**config.mk**
```make
export PLATFORM = sky130hd
export DESIGN_NAME = morse_level_game
export DESIGN_NICKNAME = d
export VERILOG_FILES = /design/src/rtl/morse_level_game.sv
export SDC_FILE = /design/constraint.sdc
export NUM_CORES = 1
export LEC_CHECK = 0
export CAP_MARGIN = 40
export CORE_ASPECT_RATIO = 0.8
export CORE_UTILIZATION = 52
export CTS_BUF_LIST = sky130_fd_sc_hd__clkbuf_2 sky130_fd_sc_hd__clkbuf_4 sky130_fd_sc_hd__clkbuf_8
export DETAILED_ROUTE_END_ITERATION = 8
export GPL_ROUTABILITY_DRIVEN = 0
export PLACE_DENSITY = 0.83
export RECOVER_POWER = 50
export SLEW_MARGIN = 0
export SYNTH_ARGS = -nofsm -noshare
export SYNTH_HDL_FRONTEND = slang
export SYNTH_SLANG_ARGS = --single-unit
```
**constraint.sdc**
```tcl
create_clock -name clk -period 2.5 [get_ports clk]
set_input_delay 0.75 -clock clk [delete_from_list [all_inputs] [get_ports clk]]
set_output_delay 0.75 -clock clk [all_outputs]
set_load 0.02 [all_outputs]
```
**src/rtl/morse_level_game.sv**
```systemverilog
// Per-difficulty Morse game engine: fetches targets from the pattern ROM,
// collects dot/dash entries, scores each round against a time limit, and
// raises logout_level when the game ends.
module morse_level_game #(
  parameter int unsigned NUM_ROUNDS = 5,
  parameter int unsigned ROM_BASE   = 0,
  parameter int unsigned ADDR_W     = 7,
  parameter int unsigned TIME_LIMIT = 10
) (
  input  logic              clk,
  input  logic              rst,
  input  logic              LoggedIn_level,
  input  logic              sec_tick,
  input  logic              dot_in,
  input  logic              dash_in,
  input  logic              submit,
  output logic [ADDR_W-1:0] rom_addr,
  input  logic [7:0]        rom_data,
  output logic [4:0]        target_pattern,
  output logic [2:0]        target_len,
  output logic [2:0]        round,
  output logic [3:0]        score,
  output logic [3:0]        time_left,
  output logic              correct,
  output logic              wrong,
  output logic              logout_level
);

  localparam int unsigned PAT_W = 5;

  localparam logic [2:0] S_IDLE  = 3'd0;
  localparam logic [2:0] S_FETCH = 3'd1;
  localparam logic [2:0] S_LATCH = 3'd2;
  localparam logic [2:0] S_PLAY  = 3'd3;
  localparam logic [2:0] S_CHECK = 3'd4;
  localparam logic [2:0] S_DONE  = 3'd5;

  logic [2:0]        state_q,   state_d;
  logic [ADDR_W-1:0] rom_addr_q, rom_addr_d;
  logic [PAT_W-1:0]  pattern_q, pattern_d;
  logic [2:0]        tlen_q,    tlen_d;
  logic [2:0]        round_q,   round_d;
  logic [3:0]        score_q,   score_d;
  logic [3:0]        time_q,    time_d;
  logic              correct_q, correct_d;
  logic              wrong_q,   wrong_d;
  logic              logout_q,  logout_d;
  logic [PAT_W-1:0]  entry_q,   entry_d;
  logic [2:0]        elen_q,    elen_d;

  logic [PAT_W-1:0]  mask_c;
  logic              match_c;

  // Compare only the low target_len symbols; an empty target matches an empty entry.
  assign mask_c  = PAT_W'((6'd1 << tlen_q) - 6'd1);
  assign match_c = (elen_q == tlen_q) && ((entry_q & mask_c) == (pattern_q & mask_c));

  // Next-state and output-register logic.
  always_comb begin
    state_d    = state_q;
    rom_addr_d = rom_addr_q;
    pattern_d  = pattern_q;
    tlen_d     = tlen_q;
    round_d    = round_q;
    score_d    = score_q;
    time_d     = time_q;
    correct_d  = 1'b0;
    wrong_d    = 1'b0;
    logout_d   = logout_q;
    entry_d    = entry_q;
    elen_d     = elen_q;

    if (state_q == S_IDLE || !LoggedIn_level) begin
      state_d    = (state_q == S_IDLE && LoggedIn_level) ? S_FETCH : S_IDLE;
      rom_addr_d = '0;
      pattern_d  = '0;
      tlen_d     = '0;
      round_d    = '0;
      score_d    = '0;
      time_d     = '0;
      logout_d   = 1'b0;
      entry_d    = '0;
      elen_d     = '0;
    end else begin
      case (state_q)
        S_FETCH: begin
          rom_addr_d = ADDR_W'(ROM_BASE + {29'd0, round_q});
          state_d    = S_LATCH;
        end
        S_LATCH: begin
          pattern_d = rom_data[4:0];
          tlen_d    = (rom_data[7:5] > 3'd5) ? 3'd5 : rom_data[7:5];
          entry_d   = '0;
          elen_d    = '0;
          time_d    = 4'(TIME_LIMIT);
          state_d   = S_PLAY;
        end
        S_PLAY: begin
          if (submit) begin
            correct_d = match_c;
            wrong_d   = !match_c;
            if (match_c && score_q != 4'hF) score_d = score_q + 4'd1;
            state_d   = S_CHECK;
          end else if (sec_tick && time_q == 4'd1) begin
            time_d  = 4'd0;
            wrong_d = 1'b1;
            state_d = S_CHECK;
          end else begin
            if (sec_tick) time_d = time_q - 4'd1;
            if ((dot_in ^ dash_in) && elen_q < 3'd5) begin
              entry_d = entry_q | (PAT_W'(dash_in) << elen_q);
              elen_d  = elen_q + 3'd1;
            end
          end
        end
        S_CHECK: begin
          round_d = round_q + 3'd1;
          if (round_q + 3'd1 == 3'(NUM_ROUNDS)) begin
            logout_d = 1'b1;
            time_d   = 4'd0;
            state_d  = S_DONE;
          end else begin
            state_d = S_FETCH;
          end
        end
        S_DONE: state_d = S_DONE;
        default: state_d = S_IDLE;
      endcase
    end
  end

  // State and output registers with synchronous reset.
  always_ff @(posedge clk) begin
    if (rst) begin
      state_q    <= S_IDLE;
      rom_addr_q <= '0;
      pattern_q  <= '0;
      tlen_q     <= '0;
      round_q    <= '0;
      score_q    <= '0;
      time_q     <= '0;
      correct_q  <= 1'b0;
      wrong_q    <= 1'b0;
      logout_q   <= 1'b0;
      entry_q    <= '0;
      elen_q     <= '0;
    end else begin
      state_q    <= state_d;
      rom_addr_q <= rom_addr_d;
      pattern_q  <= pattern_d;
      tlen_q     <= tlen_d;
      round_q    <= round_d;
      score_q    <= score_d;
      time_q     <= time_d;
      correct_q  <= correct_d;
      wrong_q    <= wrong_d;
      logout_q   <= logout_d;
      entry_q    <= entry_d;
      elen_q     <= elen_d;
    end
  end

  assign rom_addr       = rom_addr_q;
  assign target_pattern = pattern_q;
  assign target_len     = tlen_q;
  assign round          = round_q;
  assign score          = score_q;
  assign time_left      = time_q;
  assign correct        = correct_q;
  assign wrong          = wrong_q;
  assign logout_level   = logout_q;

endmodule

```
==> impl_metrics.toml <==
[run_status]
status = "completed"

[cts]
cts_root_buffer = "clkbuf_8"
cts_setup_buffers = 0
insertion_delay_ps = 280
ctsHoldBuffers = 0
htreeDepth = 2
cts_buffer_depth = 2
clock-sinks = 36
clkSlewWorstSetupHoldPaths_ps = 70
cts_tree = "done"
cts-buffers-inserted = 5
cts_resized = 0

[sta]
rsz0062_at_grt = "false"
slew_viol_final = 0
clock.fmax_mhz = 445
fin_hold_ws_ps = 443
hold_viol = 0
finClkSkew_ps = 3.82
tightest_slew_ps = 613
slew_headroom = 0.591
fin_crit_ps = 2250
fin_crit_sh = 0.899
finalSetupViolCount = 0
totalNegativeSetupSlack_ps = 0

[global_routing]
grt_max_degree = 14
overflow = 0
antenna_found_initial = 0
grt_pass1_wl_microns = 6910
globalRouteTotalUtil = 0.220
grt_pass1_vias = 1522

[layout]
nets = 288
n_antenna_cell = 0
layout-drive-gt1-share = 0.0827
area_growth_pct = 26.1

[place]
port_buffers = 39
hpwl_microns = 2900

[pwr]
leakagePower_nw = 0.859
power.density_mw_per_mm2 = 446
peakVddDrop_uv = 324

[yosys]
postSynthCellCount = 224
ys_types = 45
synth_flop_cell = "dfxtp_1"
synth_area_sq_mm = 0.00191
ys_ff_latch = 36
ys_seq_area_frac = 0.377
async_reset_ff_frac = 0
avgSynthCellArea_sq_um = 8.53
synth_warnings = 0
synth_edf_count = 0

[min_path]
hold_path_class = "reg2reg"

[worst_setup_path]
crit_buf_inv = 1
r2r_start = "target_len[0]"
cp-startpoint = "target_len[2]"
cp_data_arrival_time_ps = 1500
timing.rr.end = "score[0]"
cp.depth = 1
critPathMaxStageDelay_ps = 680
ff2ff_path_depth = 7
required_ps = 1750
reg2reg_slack_ps = 340
path_delay_family = "buffers and inverters"
critPathLaunchType = "flop"
path_max_fanout = 10
cp_cell_sequence = "clkdlybuf4s50_1"
setup.worst_path.end_class = "output pin"
crit_type = "reg2out"
slowest_stage = "clkdlybuf4s50_1"
worstSetupEndpoint = "target_len[2]"

[floorplanning]
ioPinCount = 44
num_rows = 19
die_y_microns = 56.2
die_area_sq_mm = 0.00392
die_w_microns = 69.8
coreArea_sq_mm = 0.00347
start_util = 0.551

[detailed_routing]
via_per_inst = 5.34
drtAntennaViolNets = 0
num_vias = 1644
drc = 0
drtIter0Drc = 92
wl_microns = 3870
firstDrtPassIters = 4
wire_per_inst_microns = 12.6

[flow_run]
drv_cap = 0
-- cells in the mapped netlist, types with 2 or more instances --
cell / count / share of area
nor4_1: 3 / 0.0098
nand2b_1: 7 / 0.023
nand3b_1: 3 / 0.012
buf_4: 6 / 0.024
a31o_2: 2 / 0.0092
nor2_1: 24 / 0.047
or2_2: 5 / 0.016
a211oi_1: 2 / 0.0079
xor2_1: 4 / 0.018
inv_1: 10 / 0.020
buf_6: 2 / 0.012
mux2i_1: 9 / 0.047
a21oi_1: 18 / 0.047
or3_1: 4 / 0.013
nor2b_1: 2 / 0.0065
o21ai_0: 7 / 0.018
nand3_1: 8 / 0.021
o41ai_1: 3 / 0.014
buf_2: 3 / 0.0079
xnor2_1: 9 / 0.041
o31ai_1: 2 / 0.0079
or4_1: 2 / 0.0079
clkbuf_1: 3 / 0.0059
dfxtp_1: 36 / 0.38
nand2_1: 19 / 0.037
nor3_1: 6 / 0.016
ha_1: 7 / 0.046
-- tightest hold or removal path, cell delays in order, from the launching register on --
cell and delay (ps):
dfxtp_1 310, inv_1 40, a21oi_1 50
-- worst min-delay path by stage --
stage / startpoint / to / slack, ps / cells after the start
5_1_grt: logout_level / logout_level / 470 / 2
4_1_cts: logout_level / logout_level / 450 / 2
3_5_place_dp: logout_level / logout_level / 440 / 2
3_3_place_gp: logout_level / logout_level / 440 / 2
2_1_floorplan: entry_q[2] / entry_q[2] / 440 / 2
6_report: logout_level / logout_level / 440 / 2
-- through the flow --
step                      cells  utilization  power, mW  cell area (sq um)  worst slack, ps
after floorplan             227            -      0.623               1920              383
after global placement      301        0.670      0.650               2320             83.4
after detailed placement    301        0.670      0.650               2320             28.7
after CTS                   308        0.698       1.08               2420              240
after global routing        308        0.695       1.11               2410              133
final                       308        0.695       1.07               2410              251
-- cells in the final DEF (no fill, tap or decap), types with 2 or more instances in the layout --
| cell | n |
|---|---|
| nor2b_1 | 2 |
| conb_1 | 4 |
| nand3_1 | 8 |
| or3_1 | 4 |
| ha_1 | 7 |
| buf_4 | 4 |
| clkbuf_8 | 7 |
| o21ai_0 | 7 |
| a21oi_1 | 18 |
| or4_1 | 2 |
| inv_1 | 10 |
| nand2b_1 | 7 |
| nor2_1 | 24 |
| a31o_2 | 2 |
| clkbuf_1 | 2 |
| nor3_1 | 6 |
| dlygate4sd3_1 | 11 |
| clkdlybuf4s50_1 | 28 |
| xnor2_1 | 9 |
| o41ai_1 | 3 |
| or2_2 | 4 |
| mux2i_1 | 9 |
| xor2_1 | 4 |
| dfxtp_1 | 36 |
| nand3b_1 | 3 |
| a211oi_1 | 2 |
| nand2_1 | 19 |
| o31ai_1 | 2 |
| nor4_1 | 3 |
-- logic make-up (layout without fill, tap and decap cells) --
kind of cell	Yosys count	after routing	share of synthesized area
simple gates	91	91	0.253
buf+inv	24	63	0.0687
other cells	1	4	0.00196
flops	36	36	0.377
mux	9	9	0.0471
xor+xnor	13	13	0.0596
compound gates	43	43	0.147
fa+ha+maj	7	7	0.0458
-- flip-flops by register name, indices dropped and copies added, names as in the netlist --
signal and flops:
state_q 3, entry_q 5, target_pattern 5, time_left 4, correct 1, target_len 3
elen_q 3, round 3, wrong 1, logout_level 1, rom_addr 3, score 4
-- power by group --
part           switching, mW  internal (mW)
clock                  0.193          0.245
combinational         0.0292         0.0296
sequential           0.00318          0.574
total                  0.226          0.849
-- routing by layer --
metal  up-vias  routed length (microns)  track usage
met5         -                        0            0
li1        852                        -            -
met2        41                     1710        0.335
met1       744                     1940        0.309
met4         0                       46       0.0743
met3         7                      179       0.0453
-- area by class of cell --
cell class / instances / area [sq um]
Tap cell: 42 / 52.6
Sequential cell: 36 / 721
Fill cell: 288 / 1060
Clock buffer: 7 / 96.3
Timing Repair Buffer: 46 / 433
Multi-Input combinational cell: 167 / 1070
Inverter: 10 / 37.5
Power figures use the tool's default switching activity.
